$ cat src/rtl/sha256_stream_core.sv
// Streaming SHA-256 core: loads 16-word blocks, runs one round per cycle and chains blocks of a job.
// Optional macro SHA256_DOUBLE_HASH_EN compiles in the PAD state for SHA256(SHA256(msg)).
module sha256_stream_core #(
  parameter int NBLK_W = 2
) (
  input  logic              clk,
  input  logic              rst,
  input  logic              start,
  input  logic [NBLK_W-1:0] nblocks,
  input  logic              dbl,
  input  logic              msg_valid,
  input  logic [31:0]       msg_in,
  output logic              msg_ready,
  output logic              busy,
  output logic              done,
  output logic [255:0]      digest
);

  typedef enum logic [2:0] {
    S_IDLE   = 3'd0,
    S_LOAD   = 3'd1,
    S_ROUND  = 3'd2,
    S_UPDATE = 3'd3,
    S_PAD    = 3'd4,
    S_DONE   = 3'd5
  } state_t;

  localparam logic [31:0] IV [8] = '{
    32'h6a09e667, 32'hbb67ae85, 32'h3c6ef372, 32'ha54ff53a,
    32'h510e527f, 32'h9b05688c, 32'h1f83d9ab, 32'h5be0cd19
  };

  localparam logic [31:0] K_TAB [64] = '{
    32'h428a2f98, 32'h71374491, 32'hb5c0fbcf, 32'he9b5dba5, 32'h3956c25b, 32'h59f111f1, 32'h923f82a4, 32'hab1c5ed5,
    32'hd807aa98, 32'h12835b01, 32'h243185be, 32'h550c7dc3, 32'h72be5d74, 32'h80deb1fe, 32'h9bdc06a7, 32'hc19bf174,
    32'he49b69c1, 32'hefbe4786, 32'h0fc19dc6, 32'h240ca1cc, 32'h2de92c6f, 32'h4a7484aa, 32'h5cb0a9dc, 32'h76f988da,
    32'h983e5152, 32'ha831c66d, 32'hb00327c8, 32'hbf597fc7, 32'hc6e00bf3, 32'hd5a79147, 32'h06ca6351, 32'h14292967,
    32'h27b70a85, 32'h2e1b2138, 32'h4d2c6dfc, 32'h53380d13, 32'h650a7354, 32'h766a0abb, 32'h81c2c92e, 32'h92722c85,
    32'ha2bfe8a1, 32'ha81a664b, 32'hc24b8b70, 32'hc76c51a3, 32'hd192e819, 32'hd6990624, 32'hf40e3585, 32'h106aa070,
    32'h19a4c116, 32'h1e376c08, 32'h2748774c, 32'h34b0bcb5, 32'h391c0cb3, 32'h4ed8aa4a, 32'h5b9cca4f, 32'h682e6ff3,
    32'h748f82ee, 32'h78a5636f, 32'h84c87814, 32'h8cc70208, 32'h90befffa, 32'ha4506ceb, 32'hbef9a3f7, 32'hc67178f2
  };

  function automatic logic [31:0] rotr(input logic [31:0] x, input int unsigned n);
    return (x >> n) | (x << (32 - n));
  endfunction

  function automatic logic [31:0] bsig0(input logic [31:0] x);
    return rotr(x, 2) ^ rotr(x, 13) ^ rotr(x, 22);
  endfunction

  function automatic logic [31:0] bsig1(input logic [31:0] x);
    return rotr(x, 6) ^ rotr(x, 11) ^ rotr(x, 25);
  endfunction

  function automatic logic [31:0] ssig0(input logic [31:0] x);
    return rotr(x, 7) ^ rotr(x, 18) ^ (x >> 3);
  endfunction

  function automatic logic [31:0] ssig1(input logic [31:0] x);
    return rotr(x, 17) ^ rotr(x, 19) ^ (x >> 10);
  endfunction

  state_t            r_state;
  logic [31:0]       r_h  [8];
  logic [31:0]       r_wk [8];
  logic [31:0]       r_w  [16];
  logic [5:0]        r_t;
  logic [3:0]        r_cnt;
  logic [NBLK_W-1:0] r_blk;
  logic              r_dbl;
  logic              r_second;
  logic              r_init;
  logic              r_msg_ready;
  logic              r_busy;
  logic              r_done;

  logic [31:0] w_t1;
  logic [31:0] w_t2;
  logic [31:0] w_wnew;

  // r_w[0] is always W[t]; r_w[15] receives W[t+16] as the window rolls.
  assign w_t1   = r_wk[7] + bsig1(r_wk[4]) + ((r_wk[4] & r_wk[5]) ^ (~r_wk[4] & r_wk[6]))
                + K_TAB[r_t] + r_w[0];
  assign w_t2   = bsig0(r_wk[0]) + ((r_wk[0] & r_wk[1]) ^ (r_wk[0] & r_wk[2]) ^ (r_wk[1] & r_wk[2]));
  assign w_wnew = ssig1(r_w[14]) + r_w[9] + ssig0(r_w[1]) + r_w[0];

  assign msg_ready = r_msg_ready;
  assign busy      = r_busy;
  assign done      = r_done;
  assign digest    = {r_h[0], r_h[1], r_h[2], r_h[3], r_h[4], r_h[5], r_h[6], r_h[7]};

`ifndef SHA256_DOUBLE_HASH_EN
  logic w_unused_dbl;
  assign w_unused_dbl = dbl;
`endif

  always_ff @(posedge clk or posedge rst) begin
    if (rst) begin
      r_state     <= S_IDLE;
      r_t         <= 6'd0;
      r_cnt       <= 4'd0;
      r_blk       <= '0;
      r_dbl       <= 1'b0;
      r_second    <= 1'b0;
      r_init      <= 1'b0;
      r_msg_ready <= 1'b0;
      r_busy      <= 1'b0;
      r_done      <= 1'b0;
      for (int i = 0; i < 8; i++) begin
        r_h[i]  <= 32'd0;
        r_wk[i] <= 32'd0;
      end
      for (int i = 0; i < 16; i++) r_w[i] <= 32'd0;
    end else begin
      r_done <= 1'b0;
      case (r_state)
        S_IDLE: begin
          if (start) begin
            r_blk       <= (nblocks == '0) ? NBLK_W'(1) : nblocks;
`ifdef SHA256_DOUBLE_HASH_EN
            r_dbl       <= dbl;
`endif
            r_second    <= 1'b0;
            r_cnt       <= 4'd0;
            r_msg_ready <= 1'b1;
            r_busy      <= 1'b1;
            for (int i = 0; i < 8; i++) r_h[i] <= IV[i];
            r_state     <= S_LOAD;
          end
        end
        S_LOAD: begin
          if (msg_valid && r_msg_ready) begin
            for (int i = 0; i < 15; i++) r_w[i] <= r_w[i+1];
            r_w[15] <= msg_in;
            r_cnt   <= r_cnt + 4'd1;
            if (r_cnt == 4'd15) begin
              r_msg_ready <= 1'b0;
              r_init      <= 1'b1;
              r_t         <= 6'd0;
              r_state     <= S_ROUND;
            end
          end
        end
        S_ROUND: begin
          // A message block spends one extra cycle copying H into a..h; PAD preloads them itself.
          if (r_init) begin
            for (int i = 0; i < 8; i++) r_wk[i] <= r_h[i];
            r_init <= 1'b0;
          end else begin
            r_wk[0] <= w_t1 + w_t2;
            r_wk[1] <= r_wk[0];
            r_wk[2] <= r_wk[1];
            r_wk[3] <= r_wk[2];
            r_wk[4] <= r_wk[3] + w_t1;
            r_wk[5] <= r_wk[4];
            r_wk[6] <= r_wk[5];
            r_wk[7] <= r_wk[6];
            for (int i = 0; i < 15; i++) r_w[i] <= r_w[i+1];
            r_w[15] <= w_wnew;
            r_t     <= r_t + 6'd1;
            if (r_t == 6'd63) r_state <= S_UPDATE;
          end
        end
        S_UPDATE: begin
          for (int i = 0; i < 8; i++) r_h[i] <= r_h[i] + r_wk[i];
          if (!r_second && (r_blk != NBLK_W'(1))) begin
            r_blk       <= r_blk - NBLK_W'(1);
            r_cnt       <= 4'd0;
            r_msg_ready <= 1'b1;
            r_state     <= S_LOAD;
`ifdef SHA256_DOUBLE_HASH_EN
          end else if (!r_second && r_dbl) begin
            r_blk   <= '0;
            r_state <= S_PAD;
`endif
          end else begin
            r_blk   <= '0;
            r_busy  <= 1'b0;
            r_done  <= 1'b1;
            r_state <= S_DONE;
          end
        end
`ifdef SHA256_DOUBLE_HASH_EN
        S_PAD: begin
          for (int i = 0; i < 8; i++) begin
            r_w[i]  <= r_h[i];
            r_h[i]  <= IV[i];
            r_wk[i] <= IV[i];
          end
          r_w[8]   <= 32'h80000000;
          for (int i = 9; i < 15; i++) r_w[i] <= 32'd0;
          r_w[15]  <= 32'h00000100;
          r_second <= 1'b1;
          r_init   <= 1'b0;
          r_t      <= 6'd0;
          r_state  <= S_ROUND;
        end
`endif
        S_DONE: begin
          r_state <= S_IDLE;
        end
        default: begin
          r_state <= S_IDLE;
        end
      endcase
    end
  end

endmodule
$ cat config.mk
export PLATFORM = sky130hd
export DESIGN_NAME = sha256_stream_core
export DESIGN_NICKNAME = d
export VERILOG_FILES = /design/src/rtl/sha256_stream_core.sv
export SDC_FILE = /design/constraint.sdc
export NUM_CORES = 2
export LEC_CHECK = 0
export CAP_MARGIN = 40
export CORE_MARGIN = 3
export CORE_UTILIZATION = 25
export CTS_BUF_LIST = sky130_fd_sc_hd__clkbuf_16
export DETAILED_ROUTE_END_ITERATION = 10
export PLACE_DENSITY = 0.4
export SLEW_MARGIN = 20
export SYNTH_ARGS = -nofsm -noshare
export SYNTH_HDL_FRONTEND = slang
export SYNTH_SLANG_ARGS = --single-unit
export TNS_END_PERCENT = 10
$ cat constraint.sdc
create_clock -name clk -period 52.7 [get_ports clk]
set_input_delay 10.54 -clock clk [delete_from_list [all_inputs] [get_ports clk]]
set_output_delay 10.54 -clock clk [all_outputs]
set_load 0.005 [all_outputs]
Word level (Yosys, flattened, before mapping)
Memory sizes are Yosys's and may differ from the RTL's.
Cells that the tools add are included.
Widths: inputs -> output; s select.
Operators by class
  $add $sub $neg: 21
  magnitude comparators: 1
  eq/ne operators: 13
  mux-type cells: 39
  bitwise gates (word level): 28
  reductions and logical operators: 14
Operators with widths (number)
  $mux 512: 2
  $pmux 512 s2: 1
  $add 32x32->32: 18
  $mux 256: 2
  $pmux 256 s2: 1
  $xor 32x32->32: 9
  $and 32x32->32: 5
  $mux 32: 2
  $not 32->32: 1
  $or 10x32->32: 1
  $or 13x32->32: 1
  $or 14x32->32: 1
  $or 15x32->32: 1
  $or 19x32->32: 1
  $or 21x32->32: 1
  $or 25x32->32: 1
  $or 26x32->32: 1
  $or 30x32->32: 1
  $or 7x32->32: 1
  $xor 32x22->32: 1
  $xor 32x29->32: 1
  $mux 3: 6
  $mux 6: 3
  $ne 2x2->1 const B: 7
  other kinds (28): 47
Word-level totals
  register bits: 1043
  bits in read-only memories: 2048
  logic and storage cells: 157
  memories: 1
Memories
  (no name shown): words 64, bits a word 32, rd ports 1, clocked after Yosys merged registers in 0, wr ports 0, line 84  | + K_TAB[r_t] + r_w[0];

Depth between registers and ports, before layout
  word-level depth: 9
  depth in mapped cells: 37

Worst setup path before layout
Ideal clock, no wire load.
  path kind: input port to flip-flop
  from: input start
  to: register r_h (netlist bit digest[31])
  setup time: 138 ps
  arrival time: 11749 ps
  required time: 52562 ps
  setup slack: 40813 ps
  cell stages on the path: 6
  buffers on the path: 2
  cells stage by stage: nand2b_1 > or2_2 > a21oi_1 > clkbuf_1 > clkbuf_1 > a31oi_1
Between the ends
  word-level cells in the longest chain between the ends: 2
RTL lines
  start: declaration: line 8  | input logic start,
  $ne 2x2->1 (no source line)
  $reduce_and 2->1 (no source line)
  end signal: indexed assignment: line 111  | r_h[i] <= 32'd0;
  end: declaration: line 65  | logic [31:0] r_h [8];
No other way between the ends.
A chain may end at the register's enable or synchronous reset.

==> reports/results.txt <==
The run finished with clean final reports. TritonCTS built the clock tree. Startpoint of the most critical register-to-register path: r_t[3]. In this run the deepest clock path goes through 4 buffers. Setup slack on the worst reg-to-reg path comes out at 42370 ps. Core area: 0.274 mm².

For this design, the sink count on the clock tree is 1043. The first routing iteration left 4370 violations. The final layout contains 8790 nets. The run gives 0 as the number of hold violations in the final report. The mean post-synth cell area is 8.59 µm². For this run, design rule violations remaining after detail routing come to 0. The number of levels the H-tree was split into was 4; the final sum of negative setup slack was 0 ps. The mapped cell area was 0.0689 mm²; the number of buffer cells added on primary ports was 296. During synthesis, Yosys emitted a total of 0 warnings. The path class of the tightest hold or removal check is reg2reg.

The xor/xnor cell area share of the yosys netlist works out to 7.18%. After global routing the overflow that remains totals 0. The count of boundary I/O pins is 298, and the distinct cell type count after synthesis is 89.

The final-report max-slew violation count was 0; the number of cells produced by synthesis was 8019. The startpoint of the tightest hold check path was r_w[307]. After clock tree synthesis, the clock-pin slew on the worst setup and hold paths is 70 ps. Total of cells resized after clock tree synthesis: 0. The largest family of logic cells by synthesized area is compound AO/OA/AOI/OAI gates. The number of max-cap violations is 0, and the final critical path time including I/O delays and setup is 13620 ps. The most used flip-flop cell after synthesis is dfrtp_1. The number of buffers inserted by hold repair at cts was 0; the adder-cell area share of the yosys netlist was 13.0%.

The fraction of layout cells with a size suffix above 1 was 4.92%; the die footprint was 0.282 mm². The length in cells of the worst reg-to-reg path came out at 32. The number of antenna violations at the first check in global routing was 3. Summing the areas of all compound-gate instances in the mapped netlist gives 16.9% of the synthesized area. Once detailed placement completed, the half-perimeter wirelength came to 207000 µm. Measured against its own limit, the worst slew margin works out to 27.5%. The number of failing setup endpoints in the final timing report came out at 0. The run gives 57500 as the via count of the routed design.

The critical path is of the in2async type. At the worst endpoint, the arrival time is 14600 ps. Fraction of the mapped netlist area in simple logic gates: 16.1%. In the routed layout, each cell is associated on average with a via count of 4.86. The total of flip-flops plus latches after synthesis works out to 1043. Busiest layer in global routing: met2. The die is 531 µm tall.

The sequential-to-total area share from yosys stat was 37.9%; the number of synthesized flops with an enable pin was 0. The count of cells along the worst hold path is 2, and the average wire per cell in the routed design is 23.3 µm. The fraction of met3 tracks used by global routing was 2.83%. The tools report the category of the worst setup path launch point as an input port. The worst hold path terminates at r_w[339]. The number of global-route vias before repair was 56200; the maximum net fanout on the critical path was 51. The number of nets in the synthesized netlist is 8652. At the pin with the least slew margin, the transition time is 1090 ps. The initial utilization of the core area, before any placement, comes to 25.2%. The share of cell area taken by muxes after synthesis came out at 3.91%. The logs give 19.2% for the total track usage and 53680 ps for the required time of the critical path. Based on the critical path, the design can be clocked at up to 73.4 MHz. The run gives 192 as the number of core rows. Cell at the root of the clock tree: clkbuf_16.

The final clock period utilization by the worst path was 25.8%; the maximum clock skew at final layout was 65.1 ps. Setup repair after global routing left no endpoint under its margin. STA classifies the critical path endpoint as an async pin. For the worst-skew pair, the clock arrives at the later sink with an insertion delay of 830 ps. The residual antenna-violating net count after detailed routing is 0. The first global-routing pass estimated 402000 µm of wire. The global routing usage on met1 was 27.8%. Global routing used 29.7% of the available met2 tracks. Largest net degree at the start of global routing: 219. The worst register-to-register path ends at r_wk[255]. The tools report the post-CTS setup buffer count as 0. The routed design has 276000 µm of wire. Routability-driven placement finished with a final weighted congestion of 0.916.

The tools report the total clock buffers created by CTS as 148. Area occupied by registers: 0.0261 mm². In the synthesized netlist the async set-or-reset flop fraction comes to 100%. Die width: 531 µm. In the final layout, the multi-input gates occupy 0.0394 mm². The count of filler cells inserted in the layout was 29000; the detailed-router iteration count before antenna repair was 5. The area growth from synthesis to final layout was 17.0%.
[kinds of logic (layout without fill, tap and decap cells)]
| group | Yosys count | after routing |
|---|---|---|
| other | 0 | 3 |
| AO/OA/AOI/OAI | 1919 | 1919 |
| multiplexers | 260 | 260 |
| adder cells (fa/ha/maj) | 596 | 596 |
| flip-flops | 1043 | 1043 |
| AND/OR/NAND/NOR | 2719 | 2719 |
| buffers and inverters | 917 | 1156 |
| XOR/XNOR | 565 | 565 |
[cell usage after synthesis (14+ instances only)]
cell,n,area share (%)
clkbuf_1,416,2.3
o21bai_1,42,0.46
a211oi_1,56,0.61
o31ai_1,38,0.41
and3_1,41,0.37
a21oi_1,510,3.7
ha_1,397,7.2
nor3_1,68,0.49
o22ai_1,18,0.16
nand2_1,1904,10
nand3_1,85,0.62
mux2i_1,225,3.3
buf_1,21,0.11
xnor2_1,328,4.2
nor2b_1,44,0.40
o22a_1,29,0.37
o21ai_0,699,5.1
a21o_1,176,1.9
nand4_1,19,0.17
a211o_1,23,0.29
inv_1,476,2.6
or3_1,24,0.22
nor2_1,399,2.2
a2111oi_0,14,0.18
dfrtp_1,1043,38
fa_1,197,5.7
and2_1,27,0.25
a31oi_1,48,0.44
o2111ai_1,14,0.18
mux2_2,31,0.51
o21a_1,50,0.54
nand2b_1,53,0.48
o211ai_1,39,0.42
xor2_1,237,3.0
[flip-flops by register name (all words and copies together), names as in the netlist]
name,count
r_init,1
r_wk,256
r_cnt,4
done,1
digest,256
r_blk,2
busy,1
r_t,6
r_state,3
r_w,512
msg_ready,1
[worst max path at each step]
stage | from | cells past startpoint | slack, ps | end
floorplan | rst | 1 | 12800 | busy
global placement | rst | 7 | 36860 | digest[227]
detailed placement | rst | 6 | 37590 | r_init
CTS | rst | 6 | 38460 | r_init
global route | rst | 7 | 38600 | r_init
finish | rst | 9 | 39080 | digest[174]
[metal layers]
| layer | vias up | wire length [µm] |
|---|---|---|
| li1 | 27300 | - |
| met1 | 28600 | 134000 |
| met5 | - | 0 |
| met3 | 304 | 13500 |
| met2 | 1389 | 121000 |
| met4 | 0 | 7720 |
[cell usage in the layout (no fill, tap or decap), types with 174 or more instances in the layout]
cell type	count
a21o_1	174
dfrtp_1	1039
nor2_1	399
xor2_1	237
fa_1	197
inv_1	513
nand2_1	1903
clkdlybuf4s50_1	296
ha_1	397
xnor2_1	328
a21oi_1	508
mux2i_1	225
o21ai_0	699
[worst max-delay path, cell delays in order]
cell and delay [ps]:
clkdlybuf4s50_1 490, inv_8 290, buf_4 620, buf_4 580
buf_4 500, buf_4 480, buf_12 290, buf_4 280
buf_16 290
[per-stage QoR]
stage / instance area (µm²) / cells / hold slack (ps) / setup WS (ps) / util [%]
final: 80600 / 11900 / 434 / 39080 / 29.4
after global routing: 80600 / 11800 / 465 / 38600 / 29.4
after CTS: 80500 / 11800 / 437 / 38460 / 29.4
after detailed placement: 76100 / 11600 / 448 / 37590 / 27.8
after global placement: 75600 / 11600 / 449 / 36860 / 27.6
after floorplan: 68900 / 8019 / 433 / 12800 / -
[area by class of cell]
type / count / share of cell area [%]
antenna: 3 / 0.00931
sequential: 1043 / 32.4
multi-input combinational: 6059 / 48.9
inverter: 478 / 2.24
clock buffer: 149 / 4.63
clock inverter: 102 / 0.815
tap: 3589 / 5.57
timing repair buffer: 427 / 5.43
Power is left out: the tool's default activity adds up to more than one toggle a clock period on the data nets, which glitch-free logic cannot reach.
